<file path="src/rtl/dbg_pkg.sv">
// dbg_pkg: shared record type, kind encoding and helpers for the commit-trace buffer
package dbg_pkg;

    localparam int GPR_AW   = 5;
    localparam int CSR_AW   = 12;
    localparam int XLEN_MAX = 64;

    typedef enum logic [1:0] {
        KIND_NORM = 2'd0,
        KIND_EBRK = 2'd1,
        KIND_IVD  = 2'd2
    } trace_kind_e;

    // Data fields are sized for the widest supported XLEN; narrower cores zero-extend.
    typedef struct packed {
        logic [XLEN_MAX-1:0] pc;
        logic [XLEN_MAX-1:0] inst;
        trace_kind_e         kind;
        logic                gpr_wen;
        logic [GPR_AW-1:0]   gpr_waddr;
        logic [XLEN_MAX-1:0] gpr_wdata;
        logic                csr_wen;
        logic [CSR_AW-1:0]   csr_waddr;
        logic [XLEN_MAX-1:0] csr_wdata;
    } trace_rec_t;

    // An invalid instruction outranks an ebreak on the same channel.
    function automatic trace_kind_e rec_kind(input logic brk, input logic ivd);
        return ivd ? KIND_IVD : (brk ? KIND_EBRK : KIND_NORM);
    endfunction

endpackage

</file>
<file path="src/rtl/dbg_trace_fifo.sv">
// dbg_trace_fifo: multi-write, single-read FIFO of trace records with occupancy count
module dbg_trace_fifo
    import dbg_pkg::*;
#(
    parameter int NCOMMIT = 2,
    parameter int DEPTH   = 16,
    localparam int AW     = $clog2(DEPTH),
    localparam int CW     = $clog2(DEPTH + 1),
    localparam int PW     = $clog2(NCOMMIT + 1)
) (
    input  logic          clk,
    input  logic          reset,
    input  trace_rec_t    wr_rec_i [NCOMMIT],
    input  logic [PW-1:0] push_cnt_i,
    input  logic          pop_i,
    output trace_rec_t    rd_rec_o,
    output logic [CW-1:0] count_o
);

    trace_rec_t    mem [DEPTH];
    logic [AW-1:0] wptr_q, rptr_q;
    logic [CW-1:0] cnt_q;
    logic          popped;

    assign popped   = pop_i && (cnt_q != '0);
    assign rd_rec_o = mem[rptr_q];
    assign count_o  = cnt_q;

    // record storage is deliberately left unreset; the first push_cnt ports land in consecutive slots
    always_ff @(posedge clk) begin
        for (int i = 0; i < NCOMMIT; i++)
            if (i < int'(push_cnt_i)) mem[wptr_q + AW'(i)] <= wr_rec_i[i];
    end

    // pointers wrap naturally at DEPTH; count tracks pushes minus pops
    always_ff @(posedge clk or negedge reset) begin
        if (!reset) begin
            wptr_q <= '0;
            rptr_q <= '0;
            cnt_q  <= '0;
        end else begin
            wptr_q <= wptr_q + AW'(push_cnt_i);
            rptr_q <= rptr_q + AW'(popped);
            cnt_q  <= cnt_q + CW'(push_cnt_i) - CW'(popped);
        end
    end

endmodule

</file>
<file path="src/rtl/dbg_trace_buf.sv">
// dbg_trace_buf: commit-trace capture with compaction, trap halt and retire/drop counters
module dbg_trace_buf
    import dbg_pkg::*;
#(
    parameter int NCOMMIT = 2,
    parameter int DEPTH   = 16,
    parameter int XLEN    = 32
) (
    input  logic                      clk,
    input  logic                      reset,
    input  logic                      trace_en,
    input  logic [NCOMMIT-1:0]        cmt_valid,
    input  logic [NCOMMIT*XLEN-1:0]   cmt_pc,
    input  logic [NCOMMIT*XLEN-1:0]   cmt_inst,
    input  logic [NCOMMIT-1:0]        cmt_brk,
    input  logic [NCOMMIT-1:0]        cmt_ivd,
    input  logic [NCOMMIT-1:0]        cmt_gpr_wen,
    input  logic [NCOMMIT*GPR_AW-1:0] cmt_gpr_waddr,
    input  logic [NCOMMIT*XLEN-1:0]   cmt_gpr_wdata,
    input  logic [NCOMMIT-1:0]        cmt_csr_wen,
    input  logic [NCOMMIT*CSR_AW-1:0] cmt_csr_waddr,
    input  logic [NCOMMIT*XLEN-1:0]   cmt_csr_wdata,
    output logic                      cmt_ready,
    output logic                      out_valid,
    input  logic                      out_ready,
    output logic [XLEN-1:0]           out_pc,
    output logic [XLEN-1:0]           out_inst,
    output logic [1:0]                out_kind,
    output logic                      out_gpr_wen,
    output logic [GPR_AW-1:0]         out_gpr_waddr,
    output logic [XLEN-1:0]           out_gpr_wdata,
    output logic                      out_csr_wen,
    output logic [CSR_AW-1:0]         out_csr_waddr,
    output logic [XLEN-1:0]           out_csr_wdata,
    output logic                      halted,
    output logic [1:0]                halt_reason,
    output logic [63:0]               instret,
    output logic [15:0]               drop_cnt,
    output logic                      overflow
);

    localparam int CW = $clog2(DEPTH + 1);
    localparam int PW = $clog2(NCOMMIT + 1);

    trace_rec_t    chan_rec [NCOMMIT];
    trace_rec_t    wr_rec   [NCOMMIT];
    trace_rec_t    head, head_m;
    logic [PW-1:0] n_keep, push_cnt;
    logic [CW-1:0] count;
    logic          trap_seen, active, accept, dropping;
    trace_kind_e   trap_kind;
    logic [16:0]   drop_sum;

    logic          halted_q, halted_d;
    trace_kind_e   reason_q, reason_d;
    logic [63:0]   instret_q, instret_d;
    logic [15:0]   drop_q, drop_d;
    logic          ovf_q, ovf_d;

    // unpack the flattened commit buses into one record per channel
    always_comb begin
        for (int i = 0; i < NCOMMIT; i++) begin
            chan_rec[i].pc        = XLEN_MAX'(cmt_pc[i*XLEN +: XLEN]);
            chan_rec[i].inst      = XLEN_MAX'(cmt_inst[i*XLEN +: XLEN]);
            chan_rec[i].kind      = rec_kind(cmt_brk[i], cmt_ivd[i]);
            chan_rec[i].gpr_wen   = cmt_gpr_wen[i];
            chan_rec[i].gpr_waddr = cmt_gpr_waddr[i*GPR_AW +: GPR_AW];
            chan_rec[i].gpr_wdata = XLEN_MAX'(cmt_gpr_wdata[i*XLEN +: XLEN]);
            chan_rec[i].csr_wen   = cmt_csr_wen[i];
            chan_rec[i].csr_waddr = cmt_csr_waddr[i*CSR_AW +: CSR_AW];
            chan_rec[i].csr_wdata = XLEN_MAX'(cmt_csr_wdata[i*XLEN +: XLEN]);
        end
    end

    // compact valid channels oldest-first, stopping after the first trapping channel
    always_comb begin
        int n;
        n         = 0;
        trap_seen = 1'b0;
        trap_kind = KIND_NORM;
        for (int s = 0; s < NCOMMIT; s++) wr_rec[s] = '0;
        for (int i = 0; i < NCOMMIT; i++) begin
            if (cmt_valid[i] && !trap_seen) begin
                for (int s = 0; s < NCOMMIT; s++)
                    if (s == n) wr_rec[s] = chan_rec[i];
                n++;
                trap_seen = chan_rec[i].kind != KIND_NORM;
                trap_kind = chan_rec[i].kind;
            end
        end
        n_keep = PW'(n);
    end

    // ready uses pre-pop occupancy, so a full FIFO that is draining still refuses this cycle
    assign cmt_ready = count <= CW'(DEPTH - NCOMMIT);
    assign active    = trace_en && !halted_q && (|cmt_valid);
    assign accept    = active && cmt_ready;
    assign dropping  = active && !cmt_ready;
    assign push_cnt  = accept ? n_keep : '0;

    dbg_trace_fifo #(
        .NCOMMIT (NCOMMIT),
        .DEPTH   (DEPTH)
    ) u_fifo (
        .clk        (clk),
        .reset      (reset),
        .wr_rec_i   (wr_rec),
        .push_cnt_i (push_cnt),
        .pop_i      (out_valid && out_ready),
        .rd_rec_o   (head),
        .count_o    (count)
    );

    // next state: latch an accepted trap, count stores, saturate drops
    always_comb begin
        drop_sum  = {1'b0, drop_q} + 17'($countones(cmt_valid));
        halted_d  = halted_q | (accept & trap_seen);
        reason_d  = (accept && trap_seen) ? trap_kind : reason_q;
        instret_d = instret_q + 64'(push_cnt);
        drop_d    = !dropping ? drop_q : (drop_sum[16] ? 16'hFFFF : drop_sum[15:0]);
        ovf_d     = ovf_q | dropping;
    end

    // sticky halt/overflow and counters
    always_ff @(posedge clk or negedge reset) begin
        if (!reset) begin
            halted_q  <= 1'b0;
            reason_q  <= KIND_NORM;
            instret_q <= '0;
            drop_q    <= '0;
            ovf_q     <= 1'b0;
        end else begin
            halted_q  <= halted_d;
            reason_q  <= reason_d;
            instret_q <= instret_d;
            drop_q    <= drop_d;
            ovf_q     <= ovf_d;
        end
    end

    // head fields are masked while empty because record storage is never reset
    assign out_valid     = count != '0;
    assign head_m        = out_valid ? head : '0;
    assign out_pc        = XLEN'(head_m.pc);
    assign out_inst      = XLEN'(head_m.inst);
    assign out_kind      = head_m.kind;
    assign out_gpr_wen   = head_m.gpr_wen;
    assign out_gpr_waddr = head_m.gpr_waddr;
    assign out_gpr_wdata = XLEN'(head_m.gpr_wdata);
    assign out_csr_wen   = head_m.csr_wen;
    assign out_csr_waddr = head_m.csr_waddr;
    assign out_csr_wdata = XLEN'(head_m.csr_wdata);
    assign halted        = halted_q;
    assign halt_reason   = reason_q;
    assign instret       = instret_q;
    assign drop_cnt      = drop_q;
    assign overflow      = ovf_q;

endmodule

</file>
<file path="config.mk">
export PLATFORM = sky130hd
export DESIGN_NAME = dbg_trace_buf
export DESIGN_NICKNAME = d
export VERILOG_FILES = /design/src/rtl/dbg_pkg.sv /design/src/rtl/dbg_trace_fifo.sv /design/src/rtl/dbg_trace_buf.sv
export SDC_FILE = /design/constraint.sdc
export NUM_CORES = 2
export LEC_CHECK = 0
export CORE_MARGIN = 5
export CORE_UTILIZATION = 25
export DETAILED_ROUTE_END_ITERATION = 6
export PLACE_DENSITY = 0.46
export SYNTH_ARGS = -nofsm -noshare
export SYNTH_HDL_FRONTEND = slang
export SYNTH_MEMORY_MAX_BITS = 65536
export SYNTH_SLANG_ARGS = --single-unit
</file>
<file path="constraint.sdc">
create_clock -name clk -period 14.7 [get_ports clk]
set_input_delay 2.94 -clock clk [delete_from_list [all_inputs] [get_ports clk]]
set_output_delay 2.94 -clock clk [all_outputs]
set_load 0.005 [all_outputs]
</file>
==> impl_metrics.toml <==
[logic_synthesis]
synth_warnings = 0
synth_compound_area_frac = 0.131
syn_inst = 10300
synth_top_family_by_area = "compound AO/OA/AOI/OAI gates"
synth_cell_types = 53
synth_edf_count = 2384
ys_seq_area_frac = 0.606
syn_nets = 10600
muxShareOfSynthArea = 0.114
synth_area_per_cell_um2 = 11.9
synth-main-ff-cell = "edfxtp_1"
syn_area_um2 = 122000
async_flop_share = 0.0391
synth_xor_area_frac = 0.00552
synthSimpleGateAreaFrac = 0.0955
ys_seq_elements = 2481
synthAdderAreaFrac = 0.00240

[status]
status = "finished clean"

[place]
hpwlAfterDp_mm = 251
dpl.cell_count = 16300
portBuffers = 538
gp_congestion = 0.727

[sta]
max_freq_ghz = 0.115
worstMarginPinSlew_ns = 1.40
period_minus_slack_ns = 8.73
skew_ns = 0.0581
tns_ns = 0
finalHoldViolCount = 0
slew_headroom = 0.0653
timing.hold.ws_ns = 0.474
setup_viol = 0
rsz0062_at_grt = "no"
slew_violations = 0
finalCritPeriodShare = 0.594

[grt]
grt-ovfl-total = 0
antenna_found_initial = 21
grt_use_total = 0.178
grt_max_degree = 152
grt_pass1_vias = 82000
grt_pass1_wl_mm = 650

[worst_setup_path]
worstSetupEndpointType = "output pin"
crit_fanout = 117
crit_type = "flip-flop to output pin"
arrival_ns = 5.79
crit_path_start_kind = "flip-flop"
ff2ff_path_depth = 10
worst_ep_required_time_ns = 11.76

[cells_and_area]
nNetsFinal = 10500
drive_above_1_share = 0.128
fin_cells = 16800
area_growth_pct = 16.7

[drt]
dr.pass1.iters = 6
drtIter0Drc = 8617
num_vias = 83800
vias_per_cell = 4.97
drt-total-wl_mm = 462
drc = 0
detail-route-antenna-nets = 0
wl_per_cell_um = 27.4

[clock_network]
insertion_delay_ns = 0.92
cts_buffers = 312
cts_resized = 0
cts_tree = "yes"
post_cts.repair.setup_buffers = 0
clock-root-buffer = "clkbuf_16"
path_clk_slew_ns = 0.06
hold_buffers = 0
cts_htree_levels = 5
clock_sinks = 2481
cts_buffer_depth = 4

[power_and_ir_drop]
leakage_nw = 42.7
p_per_area_nw_per_um2 = 156
finalPower_mw = 22.2
ir_drop_v = 0.000202

[hold_path]
worstHoldPathType = "flip-flop to flip-flop"
holdPathStages = 1

[floorplan]
core_area_um2 = 487000
die_width_um = 709
die_height_um = 709
initial_core_util = 0.251
num_rows = 256
io_pins = 539
die_area_um2 = 503000

[flow_run]
maxCapViolCount = 0
==> final cells by class <==
type / count / area (µm²)
inverter: 39 / 146
clock buffer: 391 / 8230
tap: 6450 / 8070
antenna: 5 / 12.5
fill: 48900 / 344000
clock inverter: 168 / 1530
sequential: 2481 / 74000
multi-input combinational: 6509 / 42700
timing repair buffer: 800 / 7820
==> worst max-delay path, cell delays in order (launching register included) <==
cell             delay, ns
dfrtp_4               0.95
buf_12                0.61
buf_12                0.65
mux4_2                0.36
nor2b_1               0.18
a211oi_1              0.07
a211oi_1              0.91
clkdlybuf4s50_1       0.67
==> registers in the layout, indices dropped and copies added, names as in the netlist <==
register / count
drop_cnt: 16
halt_reason: 2
halted: 1
instret: 64
overflow: 1
u_fifo.count_o: 5
u_fifo.mem: 2384
u_fifo.rptr_q: 4
u_fifo.wptr_q: 4
==> synth_stat cells (all sizes together) (24+ instances only) <==
master / instances / area (µm²)
a211oi: 58 / 435
a21oi: 146 / 731
a22oi: 387 / 2910
and2: 152 / 951
buf: 604 / 3100
clkbuf: 636 / 2390
dfrtp: 97 / 2430
edfxtp: 2384 / 71600
inv: 39 / 146
mux2i: 45 / 450
mux4: 596 / 13400
nand2: 2394 / 8990
nand3: 33 / 165
nand4: 24 / 156
nor2: 66 / 248
nor2b: 36 / 225
nor4: 35 / 502
o21ai: 2359 / 11800
xnor2: 24 / 210
xor2: 53 / 464
==> cell usage in the layout, fill, tap and decap left out, types with 53 or more instances in the layout <==
master / count
a211oi_1: 57
a21oi_1: 146
a22oi_1: 383
and2_1: 150
buf_4: 226
clkbuf_1: 73
clkbuf_16: 318
clkdlybuf4s50_1: 536
clkinv_1: 71
dfrtp_1: 93
edfxtp_1: 2384
mux4_2: 596
nand2_1: 2394
o21ai_0: 2159
o21ai_1: 197
xor2_1: 53
==> per-layer routing <==
metal	vias to the layer above	share of wire	GRT usage
met4	6	0.022	0.0398
met5	-	0.000089	0
li1	37700	-	-
met2	2985	0.49	0.305
met1	42600	0.43	0.240
met3	520	0.060	0.0216
==> through the flow <==
step / instance area (µm²) / setup slack, ns / util
after floorplan: 122000 / -1.25 / -
after global placement: 133000 / 6.80 / 0.273
after detailed placement: 133000 / 6.77 / 0.273
after CTS: 143000 / 5.98 / 0.293
after global routing: 143000 / 5.81 / 0.293
final: 143000 / 5.97 / 0.293
==> worst paths after layout <==
check                                           to               from  slack, ns
worst min-delay path                   instret[63]        instret[63]       0.47
worst max register to register  u_fifo.mem[7][215]  u_fifo.count_o[2]       9.58
max in group asynchronous         u_fifo.rptr_q[1]              reset      11.32
min in group asynchronous              instret[63]              reset       2.04
worst min register to register         instret[63]        instret[63]       0.47
worst max-delay path                  out_inst[13]   u_fifo.rptr_q[1]       5.97
==> where the power goes <==
part           switching (mW)  leakage (nW)  total [mW]  internal (mW)
clock                    3.22          4.74        7.55           4.32
combinational            3.72          15.0        6.64           2.92
sequential              0.146          22.9        8.05           7.90
total                    7.09          42.7        22.2           15.1
==> cells by family after synthesis <==
family          after synthesis
compound gates             2965
fa+ha+maj                    21
mux                         641
xor+xnor                     77
flops                      2481
simple gates               2805
buf+inv                    1279
Note: power is estimated with default switching activity, not from simulation.
